## config.mk

```make
export PLATFORM = sky130hd
export DESIGN_NAME = seq_mul_acc
export DESIGN_NICKNAME = d
export VERILOG_FILES = /design/src/rtl/seq_mul_pkg.sv /design/src/rtl/seq_mul_acc_add.sv /design/src/rtl/seq_mul_acc.sv
export SDC_FILE = /design/constraint.sdc
export NUM_CORES = 1
export LEC_CHECK = 0
export CAP_MARGIN = 25
export CORE_UTILIZATION = 35
export CTS_CLUSTER_SIZE = 28
export DETAILED_ROUTE_END_ITERATION = 8
export HOLD_SLACK_MARGIN = 0.03
export PLACE_DENSITY_LB_ADDON = 0.2
export SLEW_MARGIN = 20
export SYNTH_ARGS = -nofsm -noshare
export SYNTH_HDL_FRONTEND = slang
export SYNTH_SLANG_ARGS = --single-unit
```

## constraint.sdc

```tcl
create_clock -name clk -period 3.5 [get_ports clk]
set_clock_uncertainty 0.1 [all_clocks]
set_input_delay 0.525 -clock clk [delete_from_list [all_inputs] [get_ports clk]]
set_output_delay 0.525 -clock clk [all_outputs]
set_load 0.05 [all_outputs]
```

## src/rtl/seq_mul_pkg.sv

```systemverilog
// Shared types and constants for the serial-multiplier product accumulator.
// No logic; compile-time definitions only.
// Imported by the accumulator top and its adder.
package seq_mul_pkg;

    typedef enum logic {
        ACC  = 1'b0,
        HOLD = 1'b1
    } state_e;

    localparam int PROD_W      = 16;
    localparam int OPND_W      = 8;
    localparam int DEF_ACC_W   = 20;
    localparam int DEF_N_TERMS = 4;
    localparam int CNT_W       = 8;

endpackage

```

## src/rtl/seq_mul_acc_add.sv

```systemverilog
// Signed adder: ACC_W operand plus sign-extended product, with overflow detect.
// Latency: combinational.
// Backpressure: none.
module seq_mul_acc_add
    import seq_mul_pkg::*;
#(
    parameter int ACC_W = DEF_ACC_W
) (
    input  logic [ACC_W-1:0]  a,
    input  logic [PROD_W-1:0] b,
    output logic [ACC_W-1:0]  sum,
    output logic              ovf
);

    logic [ACC_W-1:0] b_ext;

    // Sign-extend the product, add, and flag a sign flip between like-signed operands
    always_comb begin
        b_ext = ACC_W'($signed(b));
        sum   = a + b_ext;
        ovf   = (a[ACC_W-1] == b_ext[ACC_W-1]) && (sum[ACC_W-1] != a[ACC_W-1]);
    end

endmodule

```

## src/rtl/seq_mul_acc.sv

```systemverilog
// Sums N_TERMS consecutive signed products into one result on a valid/ready port.
// Latency: result valid the cycle after the last product's z_flag.
// Backpressure: one product is parked while the result is stalled; a further one is dropped.
module seq_mul_acc
    import seq_mul_pkg::*;
#(
    parameter int N_TERMS = DEF_N_TERMS,
    parameter int ACC_W   = DEF_ACC_W
) (
    input  logic              clk,
    input  logic              rst_n,
    input  logic              clr,
    input  logic [PROD_W-1:0] z,
    input  logic              z_flag,
    output logic [ACC_W-1:0]  acc_out,
    output logic              acc_valid,
    input  logic              acc_ready,
    output logic              ovf,
    output logic              drop,
    output logic              busy
);

    localparam logic [CNT_W-1:0] LAST_CNT = CNT_W'(N_TERMS - 1);

    state_e              state_q, state_d;
    logic [ACC_W-1:0]    acc_q, acc_d;
    logic [CNT_W-1:0]    cnt_q, cnt_d;
    logic                gov_q, gov_d;
    logic [ACC_W-1:0]    acc_out_q, acc_out_d;
    logic                ovf_q, ovf_d;
    logic                vld_q, vld_d;
    logic [PROD_W-1:0]   pend_q, pend_d;
    logic                pend_vld_q, pend_vld_d;
    logic                drop_q, drop_d;

    logic [ACC_W-1:0]    pend_ext;
    logic [ACC_W-1:0]    new_base;
    logic [ACC_W-1:0]    sum_acc, sum_new, one_term;
    logic                ovf_acc, ovf_new;

    // Seed for the new-group combine path: parked product if present, else zero
    always_comb begin
        pend_ext = ACC_W'($signed(pend_q));
        new_base = pend_vld_q ? pend_ext : '0;
        one_term = pend_vld_q ? pend_ext : sum_new;
    end

    seq_mul_acc_add #(.ACC_W(ACC_W)) u_add_acc (
        .a   (acc_q),
        .b   (z),
        .sum (sum_acc),
        .ovf (ovf_acc)
    );

    seq_mul_acc_add #(.ACC_W(ACC_W)) u_add_new (
        .a   (new_base),
        .b   (z),
        .sum (sum_new),
        .ovf (ovf_new)
    );

    // Next-state: accumulate, present, park/drop while stalled, restart on handshake
    always_comb begin
        state_d    = state_q;
        acc_d      = acc_q;
        cnt_d      = cnt_q;
        gov_d      = gov_q;
        acc_out_d  = acc_out_q;
        ovf_d      = ovf_q;
        vld_d      = vld_q;
        pend_d     = pend_q;
        pend_vld_d = pend_vld_q;
        drop_d     = 1'b0;

        if (clr) begin
            state_d    = ACC;
            acc_d      = '0;
            cnt_d      = '0;
            gov_d      = 1'b0;
            acc_out_d  = '0;
            ovf_d      = 1'b0;
            vld_d      = 1'b0;
            pend_d     = '0;
            pend_vld_d = 1'b0;
        end else if (state_q == ACC) begin
            if (z_flag) begin
                if (cnt_q == LAST_CNT) begin
                    acc_out_d = sum_acc;
                    ovf_d     = gov_q | ovf_acc;
                    vld_d     = 1'b1;
                    state_d   = HOLD;
                    acc_d     = '0;
                    cnt_d     = '0;
                    gov_d     = 1'b0;
                end else begin
                    acc_d = sum_acc;
                    cnt_d = cnt_q + CNT_W'(1);
                    gov_d = gov_q | ovf_acc;
                end
            end
        end else if (acc_ready) begin
            // Handshake: result leaves, parked product then z open the next group
            vld_d      = 1'b0;
            ovf_d      = 1'b0;
            state_d    = ACC;
            pend_vld_d = 1'b0;
            if (pend_vld_q && z_flag) begin
                if (N_TERMS == 1) begin
                    // Parked product alone is a full group; z waits its turn
                    acc_out_d  = pend_ext;
                    vld_d      = 1'b1;
                    state_d    = HOLD;
                    pend_d     = z;
                    pend_vld_d = 1'b1;
                end else if (N_TERMS == 2) begin
                    acc_out_d = sum_new;
                    ovf_d     = ovf_new;
                    vld_d     = 1'b1;
                    state_d   = HOLD;
                end else begin
                    acc_d = sum_new;
                    cnt_d = CNT_W'(2);
                    gov_d = ovf_new;
                end
            end else if (pend_vld_q || z_flag) begin
                if (N_TERMS == 1) begin
                    acc_out_d = one_term;
                    vld_d     = 1'b1;
                    state_d   = HOLD;
                end else begin
                    acc_d = one_term;
                    cnt_d = CNT_W'(1);
                    gov_d = 1'b0;
                end
            end
        end else if (z_flag) begin
            if (!pend_vld_q) begin
                pend_d     = z;
                pend_vld_d = 1'b1;
            end else begin
                drop_d = 1'b1;
            end
        end
    end

    // State and output registers
    always_ff @(posedge clk or negedge rst_n) begin
        if (!rst_n) begin
            state_q    <= ACC;
            acc_q      <= '0;
            cnt_q      <= '0;
            gov_q      <= 1'b0;
            acc_out_q  <= '0;
            ovf_q      <= 1'b0;
            vld_q      <= 1'b0;
            pend_q     <= '0;
            pend_vld_q <= 1'b0;
            drop_q     <= 1'b0;
        end else begin
            state_q    <= state_d;
            acc_q      <= acc_d;
            cnt_q      <= cnt_d;
            gov_q      <= gov_d;
            acc_out_q  <= acc_out_d;
            ovf_q      <= ovf_d;
            vld_q      <= vld_d;
            pend_q     <= pend_d;
            pend_vld_q <= pend_vld_d;
            drop_q     <= drop_d;
        end
    end

    assign acc_out   = acc_out_q;
    assign acc_valid = vld_q;
    assign ovf       = ovf_q;
    assign drop      = drop_q;
    assign busy      = (cnt_q != '0) || (state_q == HOLD);

endmodule

```

# [After elaboration in Yosys (flattened, before gate mapping)]
# Cells that the tools add are included.
[word_totals] reg_bits=70 word_cells=96
[op_classes] addsub=3 eq_ne=10 n_mux=55 n_bitwise=1 reduce_logical=17
[ops] cell="$mux W20" count=13
[ops] cell="$mux W16" count=5
[ops] cell="$mux W8" count=7
[ops] cell="$add A20 B20 Y20" count=2
[ops] cell="$mux W1" count=30
[ops] cell="$reduce_and A3 Y1" count=3
[ops] cell="$reduce_bool A3 Y1" count=3
[ops] cell="$add A8 B1 Y8 const B" count=1
[ops] cell="$eq A8 B2 Y1 const B" count=1
[ops] cell="$reduce_bool A8 Y1" count=1
[ops] cell="$ne A2 B2 Y1 const B" count=3
[ops] cell="$reduce_bool A2 Y1" count=3
[ops] cell="$ne A4 B2 Y1 const B" count=1
[ops] cell="$reduce_and A4 Y1" count=1
[ops] cell="$logic_and A1 B1 Y1" count=3
[ops] cell="$ne A3 B3 Y1 const B" count=1
[ops] cell="$eq A1 B1 Y1" count=2
[ops] cell="$logic_or A1 B1 Y1" count=2
[ops] cell="$ne A1 B1 Y1" count=2
[ops] cell="$reduce_and A2 Y1" count=1
[ops] cell="$or A1 B1 Y1" count=1

# [Depth between registers and ports, before layout]
[depth] ltp_word=8 depth_mapped=12

# [Modules after synthesis]
# A second synthesis with hierarchy kept.
[hier_totals] hier_cells=589 hier_area_um2=5220.0
[modules_own_cells] module="seq_mul_acc" n_inst=1 cells_each=334 area_per_inst_um2=3318.2 seq_area_each_um2=1751.7
[modules_own_cells] module="seq_mul_acc_add at u_add_acc" n_inst=1 cells_each=130 area_per_inst_um2=975.9 seq_area_each_um2=0.0
[modules_own_cells] module="seq_mul_acc_add at u_add_new" n_inst=1 cells_each=125 area_per_inst_um2=925.9 seq_area_each_um2=0.0

# [Least setup slack after synthesis]
# Ideal clock, no wire load.
[synth_timing] path_kind="reg-to-reg" startpoint="register pend_vld_q" endpoint="register acc_q[8]" arrival_ns=2.845 required_ns=3.284 setup_slack_ns=0.440 stages_incl_launch_ff=13 path_buffers=2 cell_sequence="dfrtp_1 -> clkbuf_1 -> clkbuf_1 -> and2_1 -> ha_1 -> fa_1 -> a211oi_1 -> o21ai_0 -> a2111oi_0 -> nor3_1 -> xor2_1 -> mux2i_1 -> o311ai_0"
[synth_via] elab_chain_len=8 word_cells_on_any_way=12
[synth_rtl] item="start, declared" line_no="seq_mul_acc.sv:33" rtl="logic pend_vld_q, pend_vld_d;"
[synth_rtl] item="start signal, assigned" line_no="seq_mul_acc.sv:168" rtl="pend_vld_q <= pend_vld_d;"
[synth_rtl] item="$mux W20" line_no="seq_mul_acc.sv:44" rtl="new_base = pend_vld_q ? pend_ext : '0;"
[synth_rtl] item="$add A20 B20 Y20" line_no="seq_mul_acc_add.sv:20" rtl="sum = a + b_ext;"
[synth_rtl] item="$mux W20" line_no="seq_mul_acc.sv:45" rtl="one_term = pend_vld_q ? pend_ext : sum_new;"
[synth_rtl] item="$mux W20" line_no="seq_mul_acc.sv:125" rtl="end else if (pend_vld_q || z_flag) begin"
[synth_rtl] item="$mux W20" line_no="seq_mul_acc.sv:107" rtl="if (pend_vld_q && z_flag) begin"
[synth_rtl] item="$mux W20" line_no="seq_mul_acc.sv:101" rtl="end else if (acc_ready) begin"
[synth_rtl] item="$mux W20" line_no="seq_mul_acc.sv:85" rtl="end else if (state_q == ACC) begin"
[synth_rtl] item="$mux W20" line_no="seq_mul_acc.sv:75" rtl="if (clr) begin"
[synth_rtl] item="end signal, assigned" line_no="seq_mul_acc.sv:150" rtl="acc_q <= '0;"
[synth_rtl] item="end signal, assigned" line_no="seq_mul_acc.sv:161" rtl="acc_q <= acc_d;"
[synth_rtl] item="end, declared" line_no="seq_mul_acc.sv:26" rtl="logic [ACC_W-1:0] acc_q, acc_d;"
# Parallel ways exist; a longest one is shown, timed or not. The select of a mux whose other input is x is not followed.
# A chain may end at the register's enable or synchronous reset.

# [Worst setup path after layout]
# Ends and elaborated chain as after synthesis.

==> run_summary.xml <==
<?xml version="1.0" encoding="UTF-8"?>
<metrics>
  <group name="outcome">
    <metric name="status" unit="">finished clean</metric>
  </group>
  <group name="power_and_ir_drop">
    <metric name="power_density" unit="nW/µm²">558.9</metric>
    <metric name="p_clk_share" unit="%">29.4</metric>
    <metric name="switching_share" unit="%">39.85</metric>
    <metric name="cellInternalPower" unit="W">0.002140</metric>
    <metric name="share_comb_of_total_power" unit="%">42.4</metric>
    <metric name="seq_power_share" unit="%">28.2</metric>
    <metric name="power_switching" unit="W">0.001418</metric>
    <metric name="power.leakage" unit="nW">2.768</metric>
    <metric name="vdd.ir_drop.worst" unit="µV">306.9</metric>
    <metric name="power" unit="W">0.003558</metric>
  </group>
  <group name="timing">
    <metric name="finalSetupViolations" unit="">0</metric>
    <metric name="rsz0062_at_grt" unit="">no</metric>
    <metric name="timing_worst_slew_pin_value" unit="ns">0.7407</metric>
    <metric name="timing.fmax" unit="MHz">308.3</metric>
    <metric name="final.period_utilization" unit="%">92.66</metric>
    <metric name="timing.max_slew.rel_slack" unit="%">50.62</metric>
    <metric name="final_max_slew_viol_count" unit="">0</metric>
    <metric name="finalCriticalPeriod" unit="ns">3.243</metric>
    <metric name="final-hold-violation-count" unit="">0</metric>
  </group>
  <group name="setup_path">
    <metric name="path_cells" unit="">and2_1 -&gt; ha_1 -&gt; fa_1 -&gt; a211oi_1 -&gt; o21ai_0 -&gt; a2111oi_0 -&gt; nor3_1 -&gt; xor2_1 -&gt; mux2i_1 -&gt; o311ai_0</metric>
    <metric name="critical-path-max-stage-delay" unit="ns">0.54</metric>
    <metric name="critical_path_start_end_classification" unit="">reg2reg</metric>
    <metric name="crit_path_start_kind" unit="">register</metric>
    <metric name="critical_path.max_fanout" unit="">12</metric>
    <metric name="worstSetupEndpointType" unit="">register</metric>
    <metric name="critPathSlowestCell" unit="">sky130_fd_sc_hd__dfrtp_1</metric>
    <metric name="worst_ep_required_time" unit="ns">3.62</metric>
    <metric name="arrival_time_of_data_at_the_critical_path_endpoint" unit="ns">3.36</metric>
  </group>
  <group name="final_layout">
    <metric name="layout.cells.non_filler" unit="">882</metric>
    <metric name="num_antenna_cells" unit="">0</metric>
    <metric name="drive_gt1_share" unit="%">8.309</metric>
    <metric name="num-fill-cells" unit="">1439</metric>
    <metric name="fin_nets" unit="">753</metric>
    <metric name="syn2layout_area_growth" unit="%">21.20</metric>
  </group>
  <group name="grt">
    <metric name="gr-usage-met3" unit="%">4.682</metric>
    <metric name="global_route.peak_usage_layer" unit="">met2</metric>
    <metric name="use_met2" unit="%">33.86</metric>
    <metric name="grt_first_pass_wirelength" unit="µm">25390</metric>
    <metric name="initial_antenna_violation_count" unit="">0</metric>
    <metric name="remaining_global_route_overflow" unit="">0</metric>
    <metric name="grt.total_usage" unit="%">20.81</metric>
    <metric name="number_of_global_route_vias_before_repair" unit="">4778</metric>
    <metric name="grtUsageMet1" unit="%">27.62</metric>
    <metric name="pin_count_of_the_biggest_net_entering_global_routing" unit="">71</metric>
  </group>
  <group name="drt">
    <metric name="wire_per_inst" unit="µm">17.89</metric>
    <metric name="drt_iter0_drc" unit="">361</metric>
    <metric name="remaining_drc_errors" unit="">0</metric>
    <metric name="drtAntennaViolNets" unit="">0</metric>
    <metric name="detail_route.first_pass.iterations" unit="">7</metric>
    <metric name="average_vias_per_placed_instance" unit="">5.651</metric>
    <metric name="vias" unit="">4984</metric>
    <metric name="drt_wl_total" unit="µm">15780</metric>
  </group>
  <group name="cts">
    <metric name="cts_root_buf" unit="">sky130_fd_sc_hd__clkbuf_16</metric>
    <metric name="clock_insertion_delay_worst_skew" unit="ns">0.36</metric>
    <metric name="cts_made_buffers" unit="">9</metric>
    <metric name="cts-htree-levels" unit="">3</metric>
    <metric name="post-cts-setup-buffers" unit="">0</metric>
    <metric name="clk_path_buf_depth" unit="">2</metric>
    <metric name="clk_pin_slew" unit="ns">0.07</metric>
    <metric name="clock_sink_count" unit="">70</metric>
    <metric name="clock_tree_from_tritoncts" unit="">done</metric>
  </group>
  <group name="yosys">
    <metric name="synth_common_cells" unit="">104 x sky130_fd_sc_hd__nand2_1, 70 x sky130_fd_sc_hd__dfrtp_1, 68 x sky130_fd_sc_hd__a21oi_1</metric>
    <metric name="synth_sequential_area_ratio" unit="%">33.35</metric>
    <metric name="postSynthCellCount" unit="">641</metric>
    <metric name="syn-mean-instance-area" unit="µm²">8.194</metric>
    <metric name="fraction_of_post_synthesis_cell_area_in_the_top_cell_type_by_area" unit="%">33.35</metric>
    <metric name="synth-edff-count" unit="">0</metric>
    <metric name="synth-warning-count" unit="">0</metric>
    <metric name="post_synth_top_area_cell" unit="">sky130_fd_sc_hd__dfrtp_1</metric>
    <metric name="ys_top_cells_by_area" unit="">sky130_fd_sc_hd__dfrtp_1 33%, sky130_fd_sc_hd__ha_1 8.8%, sky130_fd_sc_hd__nand2_1 7.4%, sky130_fd_sc_hd__a21oi_1 6.5%, sky130_fd_sc_hd__nor2_1 3.6%</metric>
    <metric name="yosysMostFrequentCell" unit="">sky130_fd_sc_hd__nand2_1</metric>
    <metric name="synth.net_count" unit="">701</metric>
    <metric name="postSynth.asyncResetShare" unit="%">100.0</metric>
    <metric name="ys_ff_latch" unit="">70</metric>
    <metric name="ys.flop_type" unit="">sky130_fd_sc_hd__dfrtp_1</metric>
    <metric name="ys_types" unit="">65</metric>
    <metric name="synth_area" unit="µm²">5253</metric>
  </group>
  <group name="min_path">
    <metric name="min_path_type" unit="">reg2reg</metric>
  </group>
  <group name="die">
    <metric name="placement_rows" unit="">44</metric>
    <metric name="io_pins" unit="">45</metric>
    <metric name="chipWidth" unit="µm">124.5</metric>
    <metric name="die_footprint" unit="µm²">15500</metric>
    <metric name="floorplan_die_height" unit="µm">124.5</metric>
    <metric name="initial_core_util" unit="%">36.00</metric>
    <metric name="floorplan.core_area" unit="µm²">14590</metric>
  </group>
  <group name="placement">
    <metric name="place.gp.congestion" unit="">0.9317</metric>
    <metric name="dp_hpwl" unit="µm">11830</metric>
    <metric name="portBuffers" unit="">44</metric>
    <metric name="place_inst" unit="">864</metric>
  </group>
  <group name="job">
    <metric name="drv.max_cap_violation_count" unit="">0</metric>
  </group>
</metrics>
## worst paths after layout
kind	startpoint	end	slack, ns	cells past startpoint
worst max-delay path	pend_vld_q	acc_q[8]	0.26	10
worst min-delay path	acc_q[12]	acc_q[12]	0.40	2
worst max register to register	pend_vld_q	acc_q[8]	0.26	10
worst min register to register	acc_q[12]	acc_q[12]	0.40	2
max in group asynchronous	rst_n	pend_q[11]	2.25	3
min in group asynchronous	rst_n	acc_q[16]	0.48	2
## metal layers
layer | vias to the layer above | part of all wire [%] | routed length, µm
met3 | 22 | 4.6 | 721
met2 | 135 | 47 | 7370
met4 | 0 | 2.0 | 313
met5 | - | 0 | 0
li1 | 2420 | - | -
met1 | 2407 | 47 | 7376
## metrics by stage
| stage | area [µm²] | utilization, % | TNS, ns | worst slack [ns] | hold slack (ns) |
|---|---|---|---|---|---|
| after floorplan | 5253 | - | 0 | 0.4396 | 0.1294 |
| after global placement | 5998 | 41.11 | 0 | 0.004196 | 0.3747 |
| after detailed placement | 5998 | 41.11 | -0.2167 | -0.06914 | 0.3851 |
| after CTS | 6329 | 43.38 | 0 | 0.2523 | 0.2534 |
| after global routing | 6366 | 43.64 | 0 | 0.06747 | 0.4119 |
| final | 6366 | 43.64 | 0 | 0.2568 | 0.3959 |
## flip-flops by register name (all words and copies together), names as in the netlist
signal	count
ovf	1
acc_q	20
gov_q	1
state_q	1
acc_valid	1
pend_q	16
acc_out	20
drop	1
cnt_q	8
pend_vld_q	1
## layout make-up
cell class              instances  area (µm²)  area share [%]
well taps                     184       230.2           3.616
clock inverters                 7       105.1           1.651
repair buffers                 73       678.2           10.65
flip-flops and latches         70        1752           27.52
inverters                      15       56.30          0.8844
clock buffers                   9       225.2           3.538
multi-input cells             524        3319           52.14
## worst max-delay path, delay by kind of cell (launching register included)
kind / cells / cell delay (ns)
adder cells (fa/ha/maj): 2 / 0.63
XOR/XNOR: 1 / 0.14
flip-flops: 1 / 0.54
AO/OA/AOI/OAI: 4 / 1.29
multiplexers: 1 / 0.08
AND/OR/NAND/NOR: 2 / 0.32
## cell usage in the layout (no fill, tap or decap), drive strengths merged, types with 5 or more instances in the layout
cell,n
ha,37
or3,8
clkdlybuf4s50,43
a31oi,5
nand4,6
dfrtp,70
a221oi,9
o211ai,5
o21ai,34
and2,22
nand2,104
nor4,7
o31ai,8
xnor2,14
mux2i,8
nor2,51
nand2b,5
inv,18
nand3,10
a21o,16
buf,29
a211oi,14
a21oi,74
and3,6
clkbuf,9
nor3,13
xor2,15
## power by group through the flow
| stage | combinational [W] | sequential, W | clock, W |
|---|---|---|---|
| 2_1_floorplan | 0.000999 | 0.00106 | 0 |
| 3_3_place_gp | 0.00146 | 0.00101 | 0 |
| 3_5_place_dp | 0.00148 | 0.00102 | 0 |
| 4_1_cts | 0.00149 | 0.00100 | 0.00107 |
| 5_1_grt | 0.00165 | 0.00102 | 0.00109 |
| 6_report | 0.00151 | 0.00100 | 0.00105 |
## logic make-up (layout without fill, tap and decap cells)
kind of cell / after synthesis / after routing / share of synthesized area (%)
and+or+nand+nor: 250 / 250 / 22.39
muxes: 9 / 9 / 1.739
DFF: 70 / 70 / 33.35
adders and majority gates: 39 / 39 / 9.576
xor gates and xnor gates: 29 / 29 / 4.836
AOI/OAI and AO/OA: 197 / 197 / 24.56
buffers and inverters: 47 / 104 / 3.549
## what timing repair did
| item | in CTS | in global routing |
|---|---|---|
| gates resized for setup | 0 | 0 |
| endpoints found under the hold margin | 0 | 15 |
| hold buffers | 0 | 1 |
Power figures use the tool's default switching activity.
